### src/rtl/gray2bin_pkg.sv
// gray2bin_pkg: symbol-width helper and bundle types
// shared by the gray2bin scheduler and its bench.
package gray2bin_pkg;

  function automatic int sym_w(input int order);
    return (order > 2) ? $clog2(order) : 1;
  endfunction

  localparam int MOD_ORDER = 16;
  localparam int N_CH_DEF  = 4;
  localparam int W_DEF     = sym_w(MOD_ORDER);
  localparam int CW_DEF    = $clog2(N_CH_DEF);

  typedef struct packed {
    logic              vld;
    logic [CW_DEF-1:0] ch;
  } tag_t;

  typedef struct packed {
    logic [W_DEF-1:0]  binary;
    logic [CW_DEF-1:0] ch;
  } fifo_word_t;

endpackage

### src/rtl/gray2bin_sched_if.sv
// gray2bin_sched_if: requester, converter and result
// buses of the shared gray2bin scheduler.
interface gray2bin_sched_if #(
  parameter int W    = gray2bin_pkg::sym_w(16),
  parameter int N_CH = 4,
  parameter int CW   = $clog2(N_CH)
);

  logic [N_CH-1:0]        req_valid;
  logic [N_CH-1:0][W-1:0] req_gray;
  logic [N_CH-1:0]        req_ready;

  logic [W-1:0]           g2b_gray;
  logic                   g2b_i_dv;
  logic [W-1:0]           g2b_binary;
  logic                   g2b_o_dv;

  logic                   out_valid;
  logic                   out_ready;
  logic [W-1:0]           out_binary;
  logic [CW-1:0]          out_ch;
  logic                   sched_err;

  modport master (
    output req_valid,
    output req_gray,
    input  req_ready,
    input  g2b_gray,
    input  g2b_i_dv,
    output g2b_binary,
    output g2b_o_dv,
    input  out_valid,
    output out_ready,
    input  out_binary,
    input  out_ch,
    input  sched_err
  );

  modport slave (
    input  req_valid,
    input  req_gray,
    output req_ready,
    output g2b_gray,
    output g2b_i_dv,
    input  g2b_binary,
    input  g2b_o_dv,
    output out_valid,
    input  out_ready,
    output out_binary,
    output out_ch,
    output sched_err
  );

endinterface

### src/rtl/gray2bin_sched_fifo.sv
// gray2bin_sched_fifo: synchronous FIFO whose head word
// sits in an output register (registered read).
module gray2bin_sched_fifo
  import gray2bin_pkg::*;
#(
  parameter int DW    = 6,
  parameter int DEPTH = 8
) (
  input  logic                   clk,
  input  logic                   rst,
  input  logic                   push,
  input  logic [DW-1:0]          wdata,
  input  logic                   rd_ready,
  output logic                   rvalid,
  output logic [DW-1:0]          rdata,
  output logic                   pop,
  output logic [$clog2(DEPTH):0] count
);

  localparam int AW  = $clog2(DEPTH);
  localparam int CNW = AW + 1;

  logic [DW-1:0]  mem_q [DEPTH];
  logic [AW-1:0]  rd_q, rd_d;
  logic [AW-1:0]  wr_q, wr_d;
  logic [CNW-1:0] cnt_q, cnt_d;
  logic [CNW-1:0] rem;
  logic           vld_q, vld_d;
  logic [DW-1:0]  dat_q, dat_d;
  logic           wen;

  assign pop = vld_q && rd_ready;
  assign wen = push && ((cnt_q != CNW'(DEPTH)) || pop);

  // head register takes the new word when nothing older remains
  always_comb begin
    rd_d  = rd_q + AW'(pop);
    wr_d  = wr_q + AW'(wen);
    cnt_d = cnt_q + CNW'(wen) - CNW'(pop);
    rem   = cnt_q - CNW'(pop);
    vld_d = (cnt_d != '0);
    dat_d = dat_q;
    if (wen && (rem == '0)) begin
      dat_d = wdata;
    end else if (rem != '0) begin
      dat_d = mem_q[rd_d];
    end
  end

  always_ff @(posedge clk) begin
    if (wen) begin
      mem_q[wr_q] <= wdata;
    end
  end

  always_ff @(posedge clk) begin
    if (rst) begin
      rd_q  <= '0;
      wr_q  <= '0;
      cnt_q <= '0;
      vld_q <= 1'b0;
      dat_q <= '0;
    end else begin
      rd_q  <= rd_d;
      wr_q  <= wr_d;
      cnt_q <= cnt_d;
      vld_q <= vld_d;
      dat_q <= dat_d;
    end
  end

  assign rvalid = vld_q;
  assign rdata  = dat_q;
  assign count  = cnt_q;

endmodule

### src/rtl/gray2bin_sched.sv
// gray2bin_sched: round-robin issue of N_CH gray symbols into
// one gray2bin converter, tag realignment and output buffering.
module gray2bin_sched
  import gray2bin_pkg::*;
#(
  parameter int MODULATION_ORDER = 16,
  parameter int N_CH             = 4,
  parameter int G2B_LATENCY      = 1,
  parameter int FIFO_DEPTH       = 8
) (
  input  logic            clk,
  input  logic            rst,
  gray2bin_sched_if.slave bus
);

  localparam int W   = sym_w(MODULATION_ORDER);
  localparam int CW  = $clog2(N_CH);
  localparam int NS  = G2B_LATENCY + 1;
  localparam int DW  = W + CW;
  localparam int CNW = $clog2(FIFO_DEPTH) + 1;

  typedef struct packed {
    logic          vld;
    logic [CW-1:0] ch;
  } stag_t;

  typedef struct packed {
    logic [W-1:0]  binary;
    logic [CW-1:0] ch;
  } sword_t;

  logic [CW-1:0]   ptr_q, ptr_d;
  logic [W-1:0]    gray_q, gray_d;
  logic            idv_q, idv_d;
  stag_t [NS-1:0]  tag_q, tag_d;
  logic            err_q, err_d;

  logic [N_CH-1:0] grant;
  logic [CW-1:0]   gnt_ch;
  logic [CW-1:0]   cand;
  logic            gnt_any;
  logic            found;
  logic            grant_ok;
  int              inflight;
  int              credits;

  stag_t           last;
  logic            push;
  sword_t          wword;
  sword_t          rword;
  logic            fifo_vld;
  logic            fifo_pop;
  logic [CNW-1:0]  fifo_cnt;

  // stage 0 rides with g2b_i_dv, the last stage with g2b_o_dv
  always_comb begin
    inflight = 0;
    for (int s = 0; s < NS; s++) begin
      inflight += int'(tag_q[s].vld);
    end
    credits  = FIFO_DEPTH - int'(fifo_cnt)
             + int'(fifo_pop) - inflight;
    grant_ok = !rst && (credits > 0);
  end

  always_comb begin
    grant  = '0;
    gnt_ch = '0;
    cand   = '0;
    found  = 1'b0;
    for (int k = 0; k < N_CH; k++) begin
      cand = CW'((int'(ptr_q) + k) % N_CH);
      if (!found && grant_ok && bus.req_valid[cand]) begin
        found       = 1'b1;
        grant[cand] = 1'b1;
        gnt_ch      = cand;
      end
    end
  end

  assign gnt_any = |grant;

  always_comb begin
    ptr_d    = ptr_q;
    gray_d   = gray_q;
    idv_d    = gnt_any;
    tag_d[0] = '{vld: gnt_any, ch: gnt_ch};
    for (int s = 1; s < NS; s++) begin
      tag_d[s] = tag_q[s-1];
    end
    if (gnt_any) begin
      gray_d = bus.req_gray[gnt_ch];
      if (int'(gnt_ch) == N_CH - 1) begin
        ptr_d = '0;
      end else begin
        ptr_d = gnt_ch + CW'(1);
      end
    end
  end

  assign last  = tag_q[NS-1];
  assign push  = last.vld && bus.g2b_o_dv;
  assign wword = '{binary: bus.g2b_binary, ch: last.ch};

  always_comb begin
    err_d = err_q || (last.vld != bus.g2b_o_dv);
  end

  always_ff @(posedge clk) begin
    if (rst) begin
      ptr_q  <= '0;
      gray_q <= '0;
      idv_q  <= 1'b0;
      tag_q  <= '0;
      err_q  <= 1'b0;
    end else begin
      ptr_q  <= ptr_d;
      gray_q <= gray_d;
      idv_q  <= idv_d;
      tag_q  <= tag_d;
      err_q  <= err_d;
    end
  end

  gray2bin_sched_fifo #(
    .DW    (DW),
    .DEPTH (FIFO_DEPTH)
  ) u_fifo (
    .clk      (clk),
    .rst      (rst),
    .push     (push),
    .wdata    (wword),
    .rd_ready (bus.out_ready),
    .rvalid   (fifo_vld),
    .rdata    (rword),
    .pop      (fifo_pop),
    .count    (fifo_cnt)
  );

  assign bus.req_ready  = grant;
  assign bus.g2b_gray   = gray_q;
  assign bus.g2b_i_dv   = idv_q;
  assign bus.out_valid  = fifo_vld;
  assign bus.out_binary = rword.binary;
  assign bus.out_ch     = rword.ch;
  assign bus.sched_err  = err_q;

endmodule

### src/flat_wrapper.sv
// flat-port wrapper written by rule: the top's interface ports become plain ports
module gray2bin_sched_flat import gray2bin_pkg::*;
#(
  parameter int MODULATION_ORDER = 16,
  parameter int N_CH             = 4,
  parameter int G2B_LATENCY      = 1,
  parameter int FIFO_DEPTH       = 8
)
  (clk, rst, bus_req_valid, bus_req_gray, bus_req_ready, bus_g2b_gray, bus_g2b_i_dv, bus_g2b_binary, bus_g2b_o_dv, bus_out_valid, bus_out_ready, bus_out_binary, bus_out_ch, bus_sched_err);
  gray2bin_sched_if #(.W((sym_w((16)))), .N_CH(N_CH)) bus_i ();
  input  logic clk;
  input  logic rst;
  input wire logic [$bits(bus_i.req_valid)-1:0] bus_req_valid;
  input wire logic [$bits(bus_i.req_gray)-1:0] bus_req_gray;
  output wire logic [$bits(bus_i.req_ready)-1:0] bus_req_ready;
  output wire logic [$bits(bus_i.g2b_gray)-1:0] bus_g2b_gray;
  output wire logic [$bits(bus_i.g2b_i_dv)-1:0] bus_g2b_i_dv;
  input wire logic [$bits(bus_i.g2b_binary)-1:0] bus_g2b_binary;
  input wire logic [$bits(bus_i.g2b_o_dv)-1:0] bus_g2b_o_dv;
  output wire logic [$bits(bus_i.out_valid)-1:0] bus_out_valid;
  input wire logic [$bits(bus_i.out_ready)-1:0] bus_out_ready;
  output wire logic [$bits(bus_i.out_binary)-1:0] bus_out_binary;
  output wire logic [$bits(bus_i.out_ch)-1:0] bus_out_ch;
  output wire logic [$bits(bus_i.sched_err)-1:0] bus_sched_err;
  assign bus_i.req_valid = bus_req_valid;
  assign bus_i.req_gray = bus_req_gray;
  assign bus_req_ready = bus_i.req_ready;
  assign bus_g2b_gray = bus_i.g2b_gray;
  assign bus_g2b_i_dv = bus_i.g2b_i_dv;
  assign bus_i.g2b_binary = bus_g2b_binary;
  assign bus_i.g2b_o_dv = bus_g2b_o_dv;
  assign bus_out_valid = bus_i.out_valid;
  assign bus_i.out_ready = bus_out_ready;
  assign bus_out_binary = bus_i.out_binary;
  assign bus_out_ch = bus_i.out_ch;
  assign bus_sched_err = bus_i.sched_err;
  gray2bin_sched #(.MODULATION_ORDER(MODULATION_ORDER), .N_CH(N_CH), .G2B_LATENCY(G2B_LATENCY), .FIFO_DEPTH(FIFO_DEPTH)) u_core (.clk(clk), .rst(rst), .bus(bus_i));
endmodule
### config.mk
export PLATFORM = sky130hd
export DESIGN_NAME = gray2bin_sched_flat
export DESIGN_NICKNAME = d
export VERILOG_FILES = /design/src/rtl/gray2bin_pkg.sv /design/src/rtl/gray2bin_sched_if.sv /design/src/rtl/gray2bin_sched_fifo.sv /design/src/rtl/gray2bin_sched.sv /design/src/flat_wrapper.sv
export SDC_FILE = /design/constraint.sdc
export NUM_CORES = 1
export LEC_CHECK = 0
export CAP_MARGIN = 20
export CORE_MARGIN = 3
export CORE_UTILIZATION = 58
export DETAILED_ROUTE_END_ITERATION = 6
export DONT_BUFFER_PORTS = 1
export PLACE_DENSITY = 0.85
export SLEW_MARGIN = 20
export SYNTH_ARGS = -nofsm -noshare
export SYNTH_HDL_FRONTEND = slang
export SYNTH_SLANG_ARGS = --single-unit
### constraint.sdc
create_clock -name clk -period 4.95 [get_ports clk]
set_input_delay 0.99 -clock clk [delete_from_list [all_inputs] [get_ports clk]]
set_output_delay 0.99 -clock clk [all_outputs]
set_load 0.03 [all_outputs]
Word-level counts from Yosys, hierarchy flattened
Memory sizes are Yosys's and may differ from the RTL's.
Cells that the tools add are included.
Word-level totals
  input port bits: 28
  bits in writable memories: 48
  output and inout bits: 17
  flip-flop bits (word level): 30
  memories: 1
Operators by class
  mux-type cells: 34
  eq/ne operators: 3
  bitwise gates (word level): 3
  add/subtract/negate cells: 13
  reduce and logical (&&, ||, !) cells: 27
  order comparisons: 10
Memory list
  u_core.u_fifo.mem_q: words 8, bits a word 6, rd ports 1, clocked after Yosys merged registers in 0, wr ports 1, line gray2bin_sched_fifo.sv:23  | logic [DW-1:0] mem_q [DEPTH];
Operators with widths (count)
  32-bit by 2-bit adder with 32-bit output: 1
  32-bit by 1-bit greater-than comparator with 1-bit output (second input constant): 1
  32-bit subtractor: 1
  4-bit 2-to-1 mux: 5
  1-bit logical AND: 16
  2-bit by 3-bit < comparator with 1-bit output (second input constant): 5
  1-bit 2-to-1 mux: 13
  6-bit 2-to-1 mux: 2
  4-bit bitwise OR: 3
  2-bit 2-to-1 mux: 5
  1-bit binary-select mux with 2-bit select: 4
  4-bit binary-select mux with 2-bit select: 1
  1-bit demux with 2-bit select: 4
  2-bit by 1-bit greater-or-equal comparator with 1-bit output (second input constant): 4
  4-bit nonzero test: 2
  4-bit by 1-bit subtractor with 4-bit output: 2
  3-bit by 1-bit adder with 3-bit output: 2
  4-bit by 4-bit subtractor with 5-bit output (first input constant): 1
  2-bit by 1-bit adder with 2-bit output (second input constant): 2
  2-bit adder (second input constant): 2
  4-bit by 1-bit adder with 4-bit output: 1
  1-bit zero test: 4
  4-bit zero test: 1
  4-bit != test (second input constant): 1
  6 further kinds: 7

Longest topological paths before layout
Gate-level depths: netlist of run 1.
  depth after elaboration: 21
  depth in mapped cells: 15
  gate-level depth less buffers: 15

By module
A second synthesis of run 1 with hierarchy kept.
Unflattened totals
  cell total of the unflattened synthesis: 331
  area total of the unflattened synthesis: 4167.7 µm²
Modules (own cells, without submodules)
  gray2bin_sched_fifo: times used 1, area an instance 2782.7 µm², sequential area each 1781.7 µm², cells each 161
  gray2bin_sched: times used 1, area an instance 1385.1 µm², sequential area each 260.2 µm², cells each 170

Worst setup path after synthesis of run 1
No wires, ideal clock.
  kind: input -> output
  from: input bus_out_ready
  to: output bus_req_ready[0]
  arrival: 3.854 ns
  data required time: 3.960 ns
  slack: 0.106 ns
  stages: 11
  cells stage by stage: nand2_1 > xnor2_1 > ha_1 > fa_1 > a21o_1 > a21o_1 > fa_1 > nor4b_1 > a41oi_1 > nand2_1 > a21oi_1
On the way
  word-level cells in the longest chain between the ends: 19
Ends and longest elaborated chain
  start: declaration: line flat_wrapper.sv:21  | input wire logic [$bits(bus_i.out_ready)-1:0] bus_out_ready;
  1-bit logical AND *: line gray2bin_sched_fifo.sv:32  | assign pop = vld_q && rd_ready;
  32-bit by 2-bit adder with 32-bit output *: line gray2bin_sched.sv:62  | + int'(fifo_pop) - inflight;
  32-bit subtractor *: line gray2bin_sched.sv:62
  32-bit by 1-bit greater-than comparator with 1-bit output *: line gray2bin_sched.sv:63  | grant_ok = !rst && (credits > 0);
  1-bit logical AND *: line gray2bin_sched.sv:63
  1-bit logical AND: line gray2bin_sched.sv:73  | if (!found && grant_ok && bus.req_valid[cand]) begin
  1-bit 2-to-1 mux: line gray2bin_sched.sv:73
  1-bit zero test: line gray2bin_sched.sv:73
  1-bit logical AND (2 in a row): line gray2bin_sched.sv:73
  1-bit 2-to-1 mux: line gray2bin_sched.sv:73
  1-bit zero test: line gray2bin_sched.sv:73
  1-bit logical AND (2 in a row): line gray2bin_sched.sv:73
  1-bit 2-to-1 mux: line gray2bin_sched.sv:73
  1-bit zero test: line gray2bin_sched.sv:73
  1-bit logical AND (2 in a row): line gray2bin_sched.sv:73
  4-bit 2-to-1 mux *: line gray2bin_sched.sv:73
  end: declaration: line flat_wrapper.sv:15  | output wire logic [$bits(bus_i.req_ready)-1:0] bus_req_ready;
Mark *: on every way between the ends. The rest lies on a longest branch, timed or not.

Worst setup path in the final report of run 1
  from: input bus_out_ready
  to: output bus_req_ready[2]
The elaborated chain is that of the path after synthesis.

==> results of run 1 <==
-- power groups by stage --
stage	logic, uW	clock network [uW]	registers (uW)
5_1_grt	1720	466	896
3_3_place_gp	1400	0	892
2_1_floorplan	1130	0	887
4_1_cts	1500	439	882
6_report	1570	433	884
3_5_place_dp	1460	0	895
-- Yosys cell counts (3+ instances only) --
cell,number,share of area
edfxtp_1,48,0.35
dfxtp_1,30,0.15
nand2_1,29,0.026
ha_1,24,0.073
nor2b_1,17,0.026
mux4_2,16,0.087
nor2_1,16,0.015
inv_1,15,0.014
a21oi_1,13,0.016
mux2i_1,9,0.022
nor3_1,9,0.011
xnor2_1,9,0.019
nand3_1,8,0.0097
o21ai_0,8,0.0097
a211oi_1,7,0.013
clkbuf_1,7,0.0063
a311oi_1,6,0.013
and2_1,5,0.0076
buf_2,5,0.0060
a31oi_1,4,0.0060
mux2_2,4,0.011
nand2b_1,4,0.0060
o221ai_1,4,0.0085
o311ai_0,4,0.0085
a21o_1,3,0.0054
fa_1,3,0.015
nand3b_1,3,0.0054
-- area by class of cell --
type | count | area share
sequential | 78 | 0.454
inverter | 17 | 0.0144
clock inverter | 7 | 0.0125
clock buffer | 9 | 0.0275
multi-input combinational | 232 | 0.444
timing repair buffer | 13 | 0.0211
tap | 96 | 0.0266
-- per-stage QoR --
stage / setup slack, ns / cell area, sq um / util / setup TNS (ns)
final: 0.150 / 4510 / 0.656 / 0
after detailed placement: -0.0383 / 4270 / 0.622 / -0.138
after global routing: 0.0565 / 4510 / 0.656 / 0
after floorplan: 0.106 / 4140 / - / 0
after CTS: -0.00487 / 4460 / 0.649 / -0.00795
after global placement: 0.131 / 4270 / 0.622 / 0
-- placed cells by master, fill, tap and decap left out, types with 2 or more instances in the layout --
cell type	instances
nor2_1	16
clkinv_2	2
inv_1	15
clkinv_4	3
o221ai_1	4
xnor2_1	8
nor2b_1	17
nand2b_1	4
o2bb2ai_1	2
a211oi_1	7
ha_1	23
clkbuf_8	9
a21o_1	3
a2bb2oi_1	2
nor3_1	8
a221oi_2	2
mux2_2	4
inv_6	2
nand2_1	27
and2_1	5
nand2_2	2
edfxtp_1	48
xor2_1	2
or2_2	2
mux2i_1	9
nand3_1	8
a21oi_1	13
buf_4	12
o21ai_0	8
dfxtp_1	28
o311ai_0	4
a31oi_1	4
a311oi_1	6
fa_1	2
nand3b_1	3
mux4_2	16
-- cells by family after synthesis --
logic type | count (synthesis) | share of synthesized area
and+or+nand+nor | 100 | 0.125
muxes | 29 | 0.120
AOI/OAI and AO/OA | 65 | 0.117
adders and majority gates | 27 | 0.0870
buffers and inverters | 33 | 0.0344
xor gates and xnor gates | 11 | 0.0233
DFF | 78 | 0.493
-- metal layers --
| metal | vias up | wire, um | global-route usage |
|---|---|---|---|
| li1 | 1319 | - | - |
| met2 | 105 | 4140 | 0.333 |
| met4 | 0 | 184 | 0.0855 |
| met5 | - | 0 | 0 |
| met1 | 1370 | 3630 | 0.299 |
| met3 | 19 | 531 | 0.0450 |
-- state kept, by name, summed over array words and instances, names as in the netlist --
name	flops
u_core.u_fifo.rvalid	1
u_core.u_fifo.wr_q	3
u_core.u_fifo.rdata	6
u_core.u_fifo.mem_q	48
u_core.bus.g2b_i_dv	1
u_core.tag_d	2
u_core.last	3
u_core.bus.sched_err	1
u_core.bus.g2b_gray	4
u_core.u_fifo.rd_q	3
u_core.ptr_q	2
u_core.u_fifo.count	4
-- timing repair --
action                                  in CTS  in global routing
hold buffers                                 0                  0
pin swaps                                    0                  1
endpoints found under the setup margin       4                  4
buffers inserted                             0                  1
gates resized for setup                      2                  8
-- worst max-delay path by stage --
| stage | start | to | slack (ns) | depth (start not counted) |
|---|---|---|---|---|
| final | bus_out_ready | bus_req_ready[2] | 0.15 | 12 |
| after detailed placement | bus_out_ready | bus_req_ready[3] | -0.04 | 13 |
| after CTS | u_core.u_fifo.count[0]$_SDFF_PP0_ | bus_req_ready[3] | -0.005 | 13 |
| after global placement | bus_out_ready | bus_req_ready[3] | 0.13 | 13 |
| after global routing | u_core.u_fifo.count[1]$_SDFF_PP0_ | bus_req_ready[1] | 0.06 | 13 |
| after floorplan | bus_out_ready | bus_req_ready[0] | 0.11 | 11 |
==> impl_metrics.env, run 1 <==
export IMPL_cts_root_buf="clkbuf_8"
export IMPL_regArea_sq_um=2050
export IMPL_max_slew_margin=0.290
export IMPL_routed_wirelength_mm=8.48
export IMPL_syn_area_sq_um=4140
export IMPL_leakage_uw=0.00160
export IMPL_drc_errors=0
export IMPL_cts_tree="yes"
export IMPL_internal_power_uw=1680
export IMPL_critical_path_class="in2out"
export IMPL_reg2reg_depth=15
export IMPL_dieArea_sq_um=8190
export IMPL_grt_pass1_vias=2803
export IMPL_dpl_hpwl_mm=5.87
export IMPL_drive_above_1_share=0.185
export IMPL_die_y_um=90.5
export IMPL_switchingPower_uw=1210
export IMPL_path_buf_inv=1
export IMPL_p_total_uw=2890
export IMPL_vdd_ir_drop_worst_mv=0.359
export IMPL_synth_seq_area_share=0.493
export IMPL_cap_violations=0
export IMPL_dpl_cell_count=434
export IMPL_worstReg2RegEnd="u_core.bus.g2b_gray[2]$_SDFFE_PP0P_"
export IMPL_cp_slowest_cell="fa_1"
export IMPL_core_area_sq_um=6870
export IMPL_grt_max_degree=22
export IMPL_antenna_found_initial=0
export IMPL_clockBufferDepth=2
export IMPL_whs_ns=0.441
export IMPL_whs_path_depth=1
export IMPL_initial_core_util=0.603
export IMPL_fmax_mhz=208
export IMPL_cp_common_cell="a21o_1"
export IMPL_grt_pass1_wl_mm=13.8
export IMPL_finalHoldViolCount=0
export IMPL_required_ns=3.96
export IMPL_drt_iter0_drc=306
export IMPL_pwr_share_seq=0.306
export IMPL_routed_via_density=6.22
export IMPL_p_comb_frac=0.544
export IMPL_nets=406
export IMPL_holdPathEnd="u_core.last[1]$_SDFF_PP0_"
export IMPL_syn_avg_cell_area_sq_um=12.1
export IMPL_status="completed"
export IMPL_postSynthCellCount=343
export IMPL_crit_family="adder cells"
export IMPL_diodes=0
export IMPL_grt_usage=0.216
export IMPL_synth_seq_cells=78
export IMPL_wire_per_inst_um=18.8
export IMPL_clk_pin_slew_ns=0.07
export IMPL_yosys_warnings=0
export IMPL_endpoint_kind="primary output"
export IMPL_finalSetupViolations=0
export IMPL_cts_sinks=78
export IMPL_clock_power_share=0.150
export IMPL_worstPathCellList="nand2_2 > xnor2_2 > ha_1 > fa_2 > a21o_1 > a21o_1 > fa_1 > nor4b_2 > nand3_1 > o32a_1 > buf_4 > o211a_2"
export IMPL_switching_share=0.419
export IMPL_fin_skew_ns=0.0125
export IMPL_hp_start="u_core.tag_d[4]$_SDFF_PP0_"
export IMPL_period_share=0.970
export IMPL_arrival_ns=3.81
export IMPL_path_max_fanout=5
export IMPL_critPathLaunchType="input port"
export IMPL_slowest_delay_ns=0.46
export IMPL_synth_cell_types=52
export IMPL_portBuffers=0
export IMPL_worst_pin_slew_ns=1.06
export IMPL_routed_via_count=2813
export IMPL_p_per_area_nw_per_um2=640
export IMPL_dr_pass1_iters=5
export IMPL_rrSetupSlack_ns=1.00
export IMPL_stdcell_count=452
export IMPL_clk_latency_ns=0.35
export IMPL_synth_async_reset_ratio=0
export IMPL_area_growth_synth_to_final_pct=8.88
export IMPL_synth_nets=398
export IMPL_io_pins=45
export IMPL_numCtsBuffers=9
export IMPL_dieWidth_um=90.5
export IMPL_multi_input_area_sq_um=2000
export IMPL_slew_violations=0
export IMPL_synth_edff_count=48
export IMPL_gp_congestion=0.849
export IMPL_htreeDepth=3
export IMPL_finalCriticalPeriod_ns=4.80
export IMPL_fp_row_count=30
export IMPL_overflow=0
export IMPL_ant_nets=0
export IMPL_final_fill_count=518
export IMPL_rsz0062_at_grt="no"
export IMPL_yosys_most_used_dff="edfxtp_1"
export IMPL_worstReg2RegStart="u_core.u_fifo.count[1]$_SDFF_PP0_"
export IMPL_hold_path_class="reg2reg"
Power figures use the tool's default switching activity.
==> inputs of run 2 (changes only) <==
- CORE_ASPECT_RATIO: not set -> 1.2
- SLEW_MARGIN: 20 -> not set
==> impl_metrics.env, run 2 (synthesis gave the netlist of run 1 again) <==
export IMPL_status="completed"
export IMPL_critPathLaunchType="input port"
export IMPL_drive_above_1_share=0.160
export IMPL_dieArea_sq_um=8190
export IMPL_critical_path_class="in2out"
export IMPL_p_total_uw=2910
export IMPL_worstReg2RegEnd="u_core.bus.g2b_gray[2]$_SDFFE_PP0P_"
export IMPL_holdPathEnd="u_core.last[1]$_SDFF_PP0_"
export IMPL_drt_met1_wl_mm=3.29
export IMPL_layout_commonest_cell="edfxtp_1"
export IMPL_grt_pass1_wl_mm=13.6
export IMPL_cts_root_buf="clkbuf_8"
export IMPL_grt_pass1_vias=2765
export IMPL_endpoint_kind="primary output"
export IMPL_final_fill_count=488
export IMPL_core_area_sq_um=6900
export IMPL_p_per_area_nw_per_um2=647
export IMPL_top_layer_used="met4"
export IMPL_wl_met3_um=485
export IMPL_wire_per_inst_um=18.7
export IMPL_path_max_fanout=4
export IMPL_overflow=0
export IMPL_initial_core_util=0.600
export IMPL_rrSetupSlack_ns=1.01
export IMPL_ant_nets=0
export IMPL_dpl_cell_count=425
export IMPL_stdcell_count=444
export IMPL_clockBufferDepth=2
export IMPL_slew_violations=0
export IMPL_portBuffers=0
export IMPL_cap_violations=0
export IMPL_worstReg2RegStart="u_core.u_fifo.count[1]$_SDFF_PP0_"
export IMPL_hold_path_class="reg2reg"
export IMPL_routed_wirelength_mm=8.29
export IMPL_worst_pin_slew_ns=1.07
export IMPL_io_pins=45
export IMPL_hp_start="u_core.tag_d[4]$_SDFF_PP0_"
export IMPL_clk_pin_slew_ns=0.07
export IMPL_numCtsBuffers=9
export IMPL_largest_reg_flops=48
export IMPL_grt_max_degree=22
export IMPL_cts_sinks=78
export IMPL_whs_path_depth=1
export IMPL_routed_via_count=2787
export IMPL_met2_wirelength_mm=4.36
export IMPL_required_ns=3.96
export IMPL_period_share=0.965
export IMPL_htreeDepth=3
export IMPL_dieWidth_um=83.1
export IMPL_leakage_uw=0.00161
export IMPL_drt_iter0_drc=194
export IMPL_antenna_found_initial=0
export IMPL_finalHoldViolCount=0
export IMPL_arrival_ns=3.78
export IMPL_gp_congestion=0.899
export IMPL_vdd_ir_drop_worst_mv=0.579
export IMPL_diodes=0
export IMPL_final_cell_mix="edfxtp_1, nand2_1, dfxtp_1"
export IMPL_nets=407
export IMPL_clk_latency_ns=0.34
export IMPL_fp_row_count=33
export IMPL_routed_via_density=6.28
export IMPL_finalSetupViolations=0
export IMPL_reg2reg_depth=15
export IMPL_fmax_mhz=209
export IMPL_dr_pass1_iters=5
export IMPL_regMostFlops="u_core.u_fifo.mem_q"
export IMPL_fin_skew_ns=0.0128
export IMPL_max_slew_margin=0.283
export IMPL_drc_errors=0
export IMPL_area_growth_synth_to_final_pct=8.67
export IMPL_dpl_hpwl_mm=5.91
export IMPL_die_y_um=98.6
export IMPL_finalCriticalPeriod_ns=4.77
export IMPL_grt_usage=0.210
export IMPL_cts_tree="yes"
## run 2: layer usage
metal  vias to the layer above  global-route usage
li1                       1318                   -
met2                       116               0.364
met1                      1337               0.255
met4                         0              0.0956
met3                        16              0.0385
met5                         -                   0
## run 2: how the worst max path moves through the flow
stage,from,to,slack [ns],depth (start not counted)
CTS,u_core.u_fifo.count[1]$_SDFF_PP0_,bus_req_ready[0],0.02,13
global route,u_core.u_fifo.count[1]$_SDFF_PP0_,bus_req_ready[0],-0.01,13
global placement,bus_out_ready,bus_req_ready[3],0.13,13
finish,bus_out_ready,bus_req_ready[0],0.18,13
floorplan,bus_out_ready,bus_req_ready[0],0.11,11
detailed placement,bus_out_ready,bus_req_ready[3],-0.002,13
## run 2: through the flow
step | util | cell area (sq um) | setup TNS, ns | worst slack (ns) | hold slack (ns)
3_5_place_dp | 0.618 | 4260 | -0.00269 | -0.00188 | 0.425
4_1_cts | 0.648 | 4470 | 0 | 0.0167 | 0.442
5_1_grt | 0.653 | 4500 | -0.0239 | -0.0145 | 0.464
3_3_place_gp | 0.618 | 4260 | 0 | 0.131 | 0.416
2_1_floorplan | - | 4140 | 0 | 0.106 | 0.414
6_report | 0.653 | 4500 | 0 | 0.175 | 0.438
## run 2: cell type report
type | count | area (sq um) | area share
sequential | 78 | 2040 | 0.454
multi-input combinational | 232 | 1980 | 0.440
clock buffer | 13 | 160 | 0.0356
tap | 87 | 109 | 0.0242
timing repair buffer | 14 | 100 | 0.0222
inverter | 17 | 65.1 | 0.0145
clock inverter | 3 | 41.3 | 0.00918
## run 2: critical path, stage by stage
cell and delay [ns]:
nand2_1 0.10, xnor2_1 0.16, ha_1 0.21, fa_1 0.40, a21o_1 0.21, a21o_1 0.19, fa_1 0.47, nor4b_4 0.27
nand3_1 0.11, o32a_1 0.34, nand2_2 0.11, a21oi_1 0.05, buf_4 0.17
## run 2: power breakdown
group | internal (uW) | leakage [uW] | switching (uW)
combinational | 725 | 0.000835 | 831
clock | 263 | 0.0000964 | 215
sequential | 768 | 0.000683 | 112
## run 2: timing repair
action,CTS,global route
buffers inserted,0,1
pin swaps,0,1
setup endpoints to repair,3,4
hold buffers,0,0
gates resized for setup,1,4
